--- config.mk ---
export PLATFORM = sky130hd
export DESIGN_NAME = inv_elastic_pipe
export DESIGN_NICKNAME = d
export VERILOG_FILES = /design/src/rtl/inv_pipe_pkg.sv /design/src/rtl/inv_pipe_stage.sv /design/src/rtl/inv_elastic_pipe.sv
export SDC_FILE = /design/constraint.sdc
export NUM_CORES = 1
export LEC_CHECK = 0
export CAP_MARGIN = 0
export CELL_PAD_IN_SITES_DETAIL_PLACEMENT = 1
export CELL_PAD_IN_SITES_GLOBAL_PLACEMENT = 2
export CORE_ASPECT_RATIO = 2
export CORE_UTILIZATION = 25
export CTS_BUF_LIST = sky130_fd_sc_hd__clkbuf_2
export CTS_CLUSTER_SIZE = 14
export DETAILED_ROUTE_END_ITERATION = 10
export PLACE_DENSITY_LB_ADDON = 0.1
export SETUP_SLACK_MARGIN = 0.02
export SYNTH_ARGS = -nofsm -noshare
export SYNTH_HDL_FRONTEND = slang
export SYNTH_HIERARCHICAL = 1
export SYNTH_SLANG_ARGS = --single-unit
--- constraint.sdc ---
create_clock -name clk -period 1.8 [get_ports clk]
set_clock_uncertainty 0.15 [all_clocks]
set_input_delay 0.27 -clock clk [delete_from_list [all_inputs] [get_ports clk]]
set_output_delay 0.27 -clock clk [all_outputs]
set_load 0.02 [all_outputs]
--- src/rtl/inv_pipe_pkg.sv ---
// rtl/inv_pipe_pkg.sv - shared helpers for the invertible-pin elastic pipeline
package inv_pipe_pkg;

    // Width of a counter able to hold 0..depth inclusive.
    function automatic int occ_w(input int depth);
        return $clog2(depth + 1);
    endfunction

endpackage

--- src/rtl/inv_pipe_stage.sv ---
// rtl/inv_pipe_stage.sv - one valid/data register of the elastic pipeline
module inv_pipe_stage #(
    parameter int WIDTH = 8
) (
    input  logic             clk,
    input  logic             rst,
    input  logic             load,
    input  logic             clear,
    input  logic [WIDTH-1:0] d,
    output logic             vld,
    output logic [WIDTH-1:0] dat
);

    logic             vld_q, vld_d;
    logic [WIDTH-1:0] dat_q, dat_d;

    // A load beats a clear: the stage hands its word on and takes a new one.
    always_comb begin
        vld_d = vld_q;
        dat_d = dat_q;
        if (load) begin
            vld_d = 1'b1;
            dat_d = d;
        end else if (clear) begin
            vld_d = 1'b0;
        end
    end

    always_ff @(posedge clk) begin
        if (rst) begin
            vld_q <= 1'b0;
            dat_q <= '0;
        end else begin
            vld_q <= vld_d;
            dat_q <= dat_d;
        end
    end

    assign vld = vld_q;
    assign dat = dat_q;

endmodule

--- src/rtl/inv_elastic_pipe.sv ---
// rtl/inv_elastic_pipe.sv - bubble-collapsing valid/ready pipeline with invertible pins
module inv_elastic_pipe
    import inv_pipe_pkg::*;
#(
    parameter int               WIDTH         = 8,
    parameter int               DEPTH         = 2,
    parameter logic [WIDTH-1:0] INV_IN_DATA   = '0,
    parameter logic             INV_IN_VALID  = 1'b0,
    parameter logic             INV_OUT_READY = 1'b0,
    parameter logic             INV_EN        = 1'b0
) (
    input  logic                       clk,
    input  logic                       rst,
    input  logic                       en,
    input  logic                       in_valid,
    output logic                       in_ready,
    input  logic [WIDTH-1:0]           in_data,
    output logic                       out_valid,
    input  logic                       out_ready,
    output logic [WIDTH-1:0]           out_data,
    output logic [occ_w(DEPTH)-1:0]    occupancy
);

    localparam int OCC_W = occ_w(DEPTH);

    logic             en_eff, v_eff, r_eff;
    logic [WIDTH-1:0] d_eff;

    assign d_eff  = in_data ^ INV_IN_DATA;
    assign v_eff  = in_valid ^ INV_IN_VALID;
    assign r_eff  = out_ready ^ INV_OUT_READY;
    assign en_eff = en ^ INV_EN;

    logic [DEPTH-1:0] vld;
    logic [DEPTH-1:0] adv;
    logic [DEPTH-1:0] stage_load;
    logic [WIDTH-1:0] dat      [DEPTH];
    logic [WIDTH-1:0] stage_din[DEPTH];

    logic in_xfer, out_xfer;

    // A stage advances when its successor is empty or is itself advancing,
    // so resolve from the output end backwards.
    always_comb begin
        adv = '0;
        adv[DEPTH-1] = vld[DEPTH-1] & r_eff & en_eff;
        for (int i = DEPTH - 2; i >= 0; i--) begin
            adv[i] = vld[i] & en_eff & (~vld[i+1] | adv[i+1]);
        end
    end

    assign in_ready  = en_eff & (~vld[0] | adv[0]);
    assign in_xfer   = v_eff & in_ready;
    assign out_valid = vld[DEPTH-1] & en_eff;
    assign out_xfer  = out_valid & r_eff;
    assign out_data  = dat[DEPTH-1];

    for (genvar g = 0; g < DEPTH; g++) begin : g_stage
        if (g == 0) begin : g_head
            assign stage_load[g] = in_xfer;
            assign stage_din[g]  = d_eff;
        end else begin : g_body
            assign stage_load[g] = adv[g-1];
            assign stage_din[g]  = dat[g-1];
        end

        inv_pipe_stage #(
            .WIDTH (WIDTH)
        ) u_stage (
            .clk   (clk),
            .rst   (rst),
            .load  (stage_load[g]),
            .clear (adv[g]),
            .d     (stage_din[g]),
            .vld   (vld[g]),
            .dat   (dat[g])
        );
    end

    logic [OCC_W-1:0] occ_q, occ_d;

    always_comb begin
        occ_d = occ_q;
        if (in_xfer && !out_xfer) begin
            occ_d = occ_q + OCC_W'(1);
        end else if (!in_xfer && out_xfer) begin
            occ_d = occ_q - OCC_W'(1);
        end
    end

    always_ff @(posedge clk) begin
        if (rst) begin
            occ_q <= '0;
        end else begin
            occ_q <= occ_d;
        end
    end

    assign occupancy = occ_q;

endmodule

==> out/qor.csv <==
metric;value;unit
gr ovfl total;0;
Worst Setup Path Type;flip-flop to flip-flop;
fmax;562;MHz
Die Span X;41.4;um
Crit path required time;1.90;ns
slew margin rel.;83.9;%
dpl ws;-0.461;ns
routed vias/inst;4.56;
Final Critical Period;1.78;ns
drt first-iter violations;0;
Flop pwr share;60.0;%
Pwr Density;681;mW/mm^2
number of max-cap violations;0;
Startpoint Class;flip-flop;
crit path cell chain;nand2b_4, o21a_4, and2_4, ha_4, xor2_1, or3_1, a21oi_2;
Post-Place Cells;133;
H-tree depth;1;
RSZ-0062 raised after global routing;yes;
Detail Route Antenna Nets;0;
final std cells w/o fill;138;
CP arrival;1.88;ns
endpoints failing setup;0;
outcome;completed;
Initial Util;26.4;%
share of total power in the clock network;23.5;%
vias in the first global route;660;
routed len/inst;12.9;um
final worst-path cycle share;98.8;%
DIE HEIGHT;80.8;um
syn_area_per_cell;10.1;sq um
Max FO, Critical Path;2;
CTS root buf;clkbuf_2;
input/output buffers;24;
initial antenna violation count;0;
Total Wirelength;1790;um
Placer Congestion;0.683;
Die Area;0.00335;sq mm
drt first pass iters;1;
Worst Setup SP;g_stage[1].u_stage/vld$_SDFFE_PP0P_;
Sw Share;25.9;%
IO Count;25;
vias;629;
Tightest Hold Check Type;flip-flop to flip-flop;
Synth Instances;77;
cell area after synthesis;777;sq um
first-pass GRT wire length;3050;um
final hold violations;0;
largest net degree at the start of global routing;21;
core area;0.00294;sq mm
total power;0.788;mW
Crit Reg-Reg Startpoint;g_stage[1].u_stage/vld$_SDFFE_PP0P_;
pins over their slew limit;0;
CTS Hold Bufs;0;
HP Start;g_stage[0].u_stage/vld$_SDFFE_PP0P_;
Pint;0.584;mW
CTS Buf Count;3;
Clock Path Buffers;2;
Seq cells post-synth;20;
Clk Latency, worst-skew pair;0.31;ns
setup ws final;0.0218;ns
Post-Syn Nets;91;
maximum VDD drop;0.000429;V
Area growth syn-to-layout;49.0;%
Tot GR Track Use;11.8;%
slowest CP cell;dfxtp_2;
CTS tree;built;
max incr delay on CP;0.40;ns
Post-DP HPWL;1300;um
Psw;0.204;mW
Netlist cell types;16;
Rows;28;
Min Hold Slack;0.351;ns
Leak;0.577;nW
DRC viols;0;
CTS sink cnt;20;
share of cells above drive strength 1;18.5;%
final instance area;0.00116;sq mm
Placed Instance Area;0.00110;sq mm
Tightest Pin Transition;0.239;ns
Ant. Diodes;0;
Yosys warnings;6;
clock-pin transition on the worst setup and hold timing paths;0.20;ns
combinational power share;16.5;%
NumNets Final;123;
Crit. End Element;flip-flop;
sequential area share after synthesis;51.5;%
[worst paths after layout]
path,to,slack [ns],cells after the start
hold reg to reg,g_stage[0].u_stage/vld$_SDFFE_PP0P_,0.35,2
setup / recovery,occupancy[1]$_SDFFE_PP0P_,0.02,7
setup reg to reg,occupancy[1]$_SDFFE_PP0P_,0.02,7
hold / removal,g_stage[0].u_stage/vld$_SDFFE_PP0P_,0.35,2
[area by class of cell]
class	count	area [sq um]
Clock buffer	3	15.0
Clock inverter	1	3.75
Fill cell	358	1790
Inverter	4	15.0
Multi-Input combinational cell	49	368
Sequential cell	20	403
Tap cell	30	37.5
Timing Repair Buffer	31	315
[cell families (layout without fill, tap and decap cells)]
group / after synthesis / after routing / share of synthesized area, %
XOR/XNOR: 2 / 2 / 2.25
AO/OA/AOI/OAI: 5 / 5 / 3.54
flip-flops: 20 / 20 / 51.5
AND/OR/NAND/NOR: 25 / 25 / 14.3
multiplexers: 16 / 16 / 20.6
buffers and inverters: 8 / 39 / 6.12
adder cells (fa/ha/maj): 1 / 1 / 1.61
[Yosys cell counts]
master / n / share of area (%)
a21oi_1: 3 / 1.9
and2_1: 2 / 1.6
and3_1: 1 / 0.81
buf_6: 2 / 2.9
clkbuf_2: 2 / 1.3
dfxtp_1: 20 / 52
ha_1: 1 / 1.6
inv_1: 4 / 1.9
mux2i_1: 16 / 21
nand2_1: 1 / 0.48
nand2b_1: 3 / 2.4
nor2_1: 17 / 8.2
o21a_1: 1 / 0.97
o21ai_0: 1 / 0.64
or3_1: 1 / 0.81
xor2_1: 2 / 2.3
[sequential cells by signal, summed over array words and instances (netlist names)]
name,count
occupancy,2
g_stage.u_stage/dat,16
g_stage.u_stage/vld,2
[metal layers]
layer	wire (um)	global-route usage, %	vias to the layer above
met5	0	0	-
met3	71	1.33	4
li1	-	-	309
met2	957	20.9	18
met4	36	5.81	0
met1	721	13.8	298
[cells in the final DEF, fill, tap and decap left out]
cell type,Yosys,final
clkbuf_2,2,4
inv_1,4,4
nand2b_4,0,1
and2_4,0,2
a21oi_1,3,2
nor2_1,17,17
dlygate4sd2_1,0,2
and3_1,1,1
clkinv_1,0,1
buf_12,0,1
or3_1,1,1
nand2_2,0,1
nand2b_1,3,2
dfxtp_1,20,18
o21a_4,0,1
mux2i_1,16,16
xor2_1,2,2
dfxtp_2,0,2
ha_4,0,1
o21ai_0,1,1
dlymetal6s2s_1,0,7
buf_4,0,6
a21oi_2,0,1
clkdlybuf4s50_1,0,14
[critical path, delay by kind of cell (launching register included)]
kind | cells | cell delay (ns)
simple gates | 3 | 0.54
compound gates | 2 | 0.33
fa+ha+maj | 1 | 0.15
flops | 1 | 0.40
xor+xnor | 1 | 0.14
[power groups by stage]
stage	Combinational, mW	Clock [mW]	Sequential, mW
after detailed placement	0.129	0	0.481
after global placement	0.125	0	0.481
final	0.130	0.185	0.473
after CTS	0.132	0.197	0.473
after global routing	0.143	0.213	0.476
after floorplan	0.0603	0	0.486
[metrics by stage]
stage	setup TNS, ns	utilization (%)
global placement	-1.59	37.2
global route	-0.0260	39.3
detailed placement	-2.06	37.2
floorplan	0	-
CTS	-0.0583	38.5
finish	0	39.3
[what timing repair did]
| item | 4_1_cts | 5_1_grt |
|---|---|---|
| setup buffers | 1 | 0 |
| pin swaps | 4 | 2 |
| resized for setup | 7 | 12 |
| endpoints found under the setup margin | 3 | 10 |
| cloned | 0 | 0 |
No activity file was read; power rests on OpenSTA's default activity.
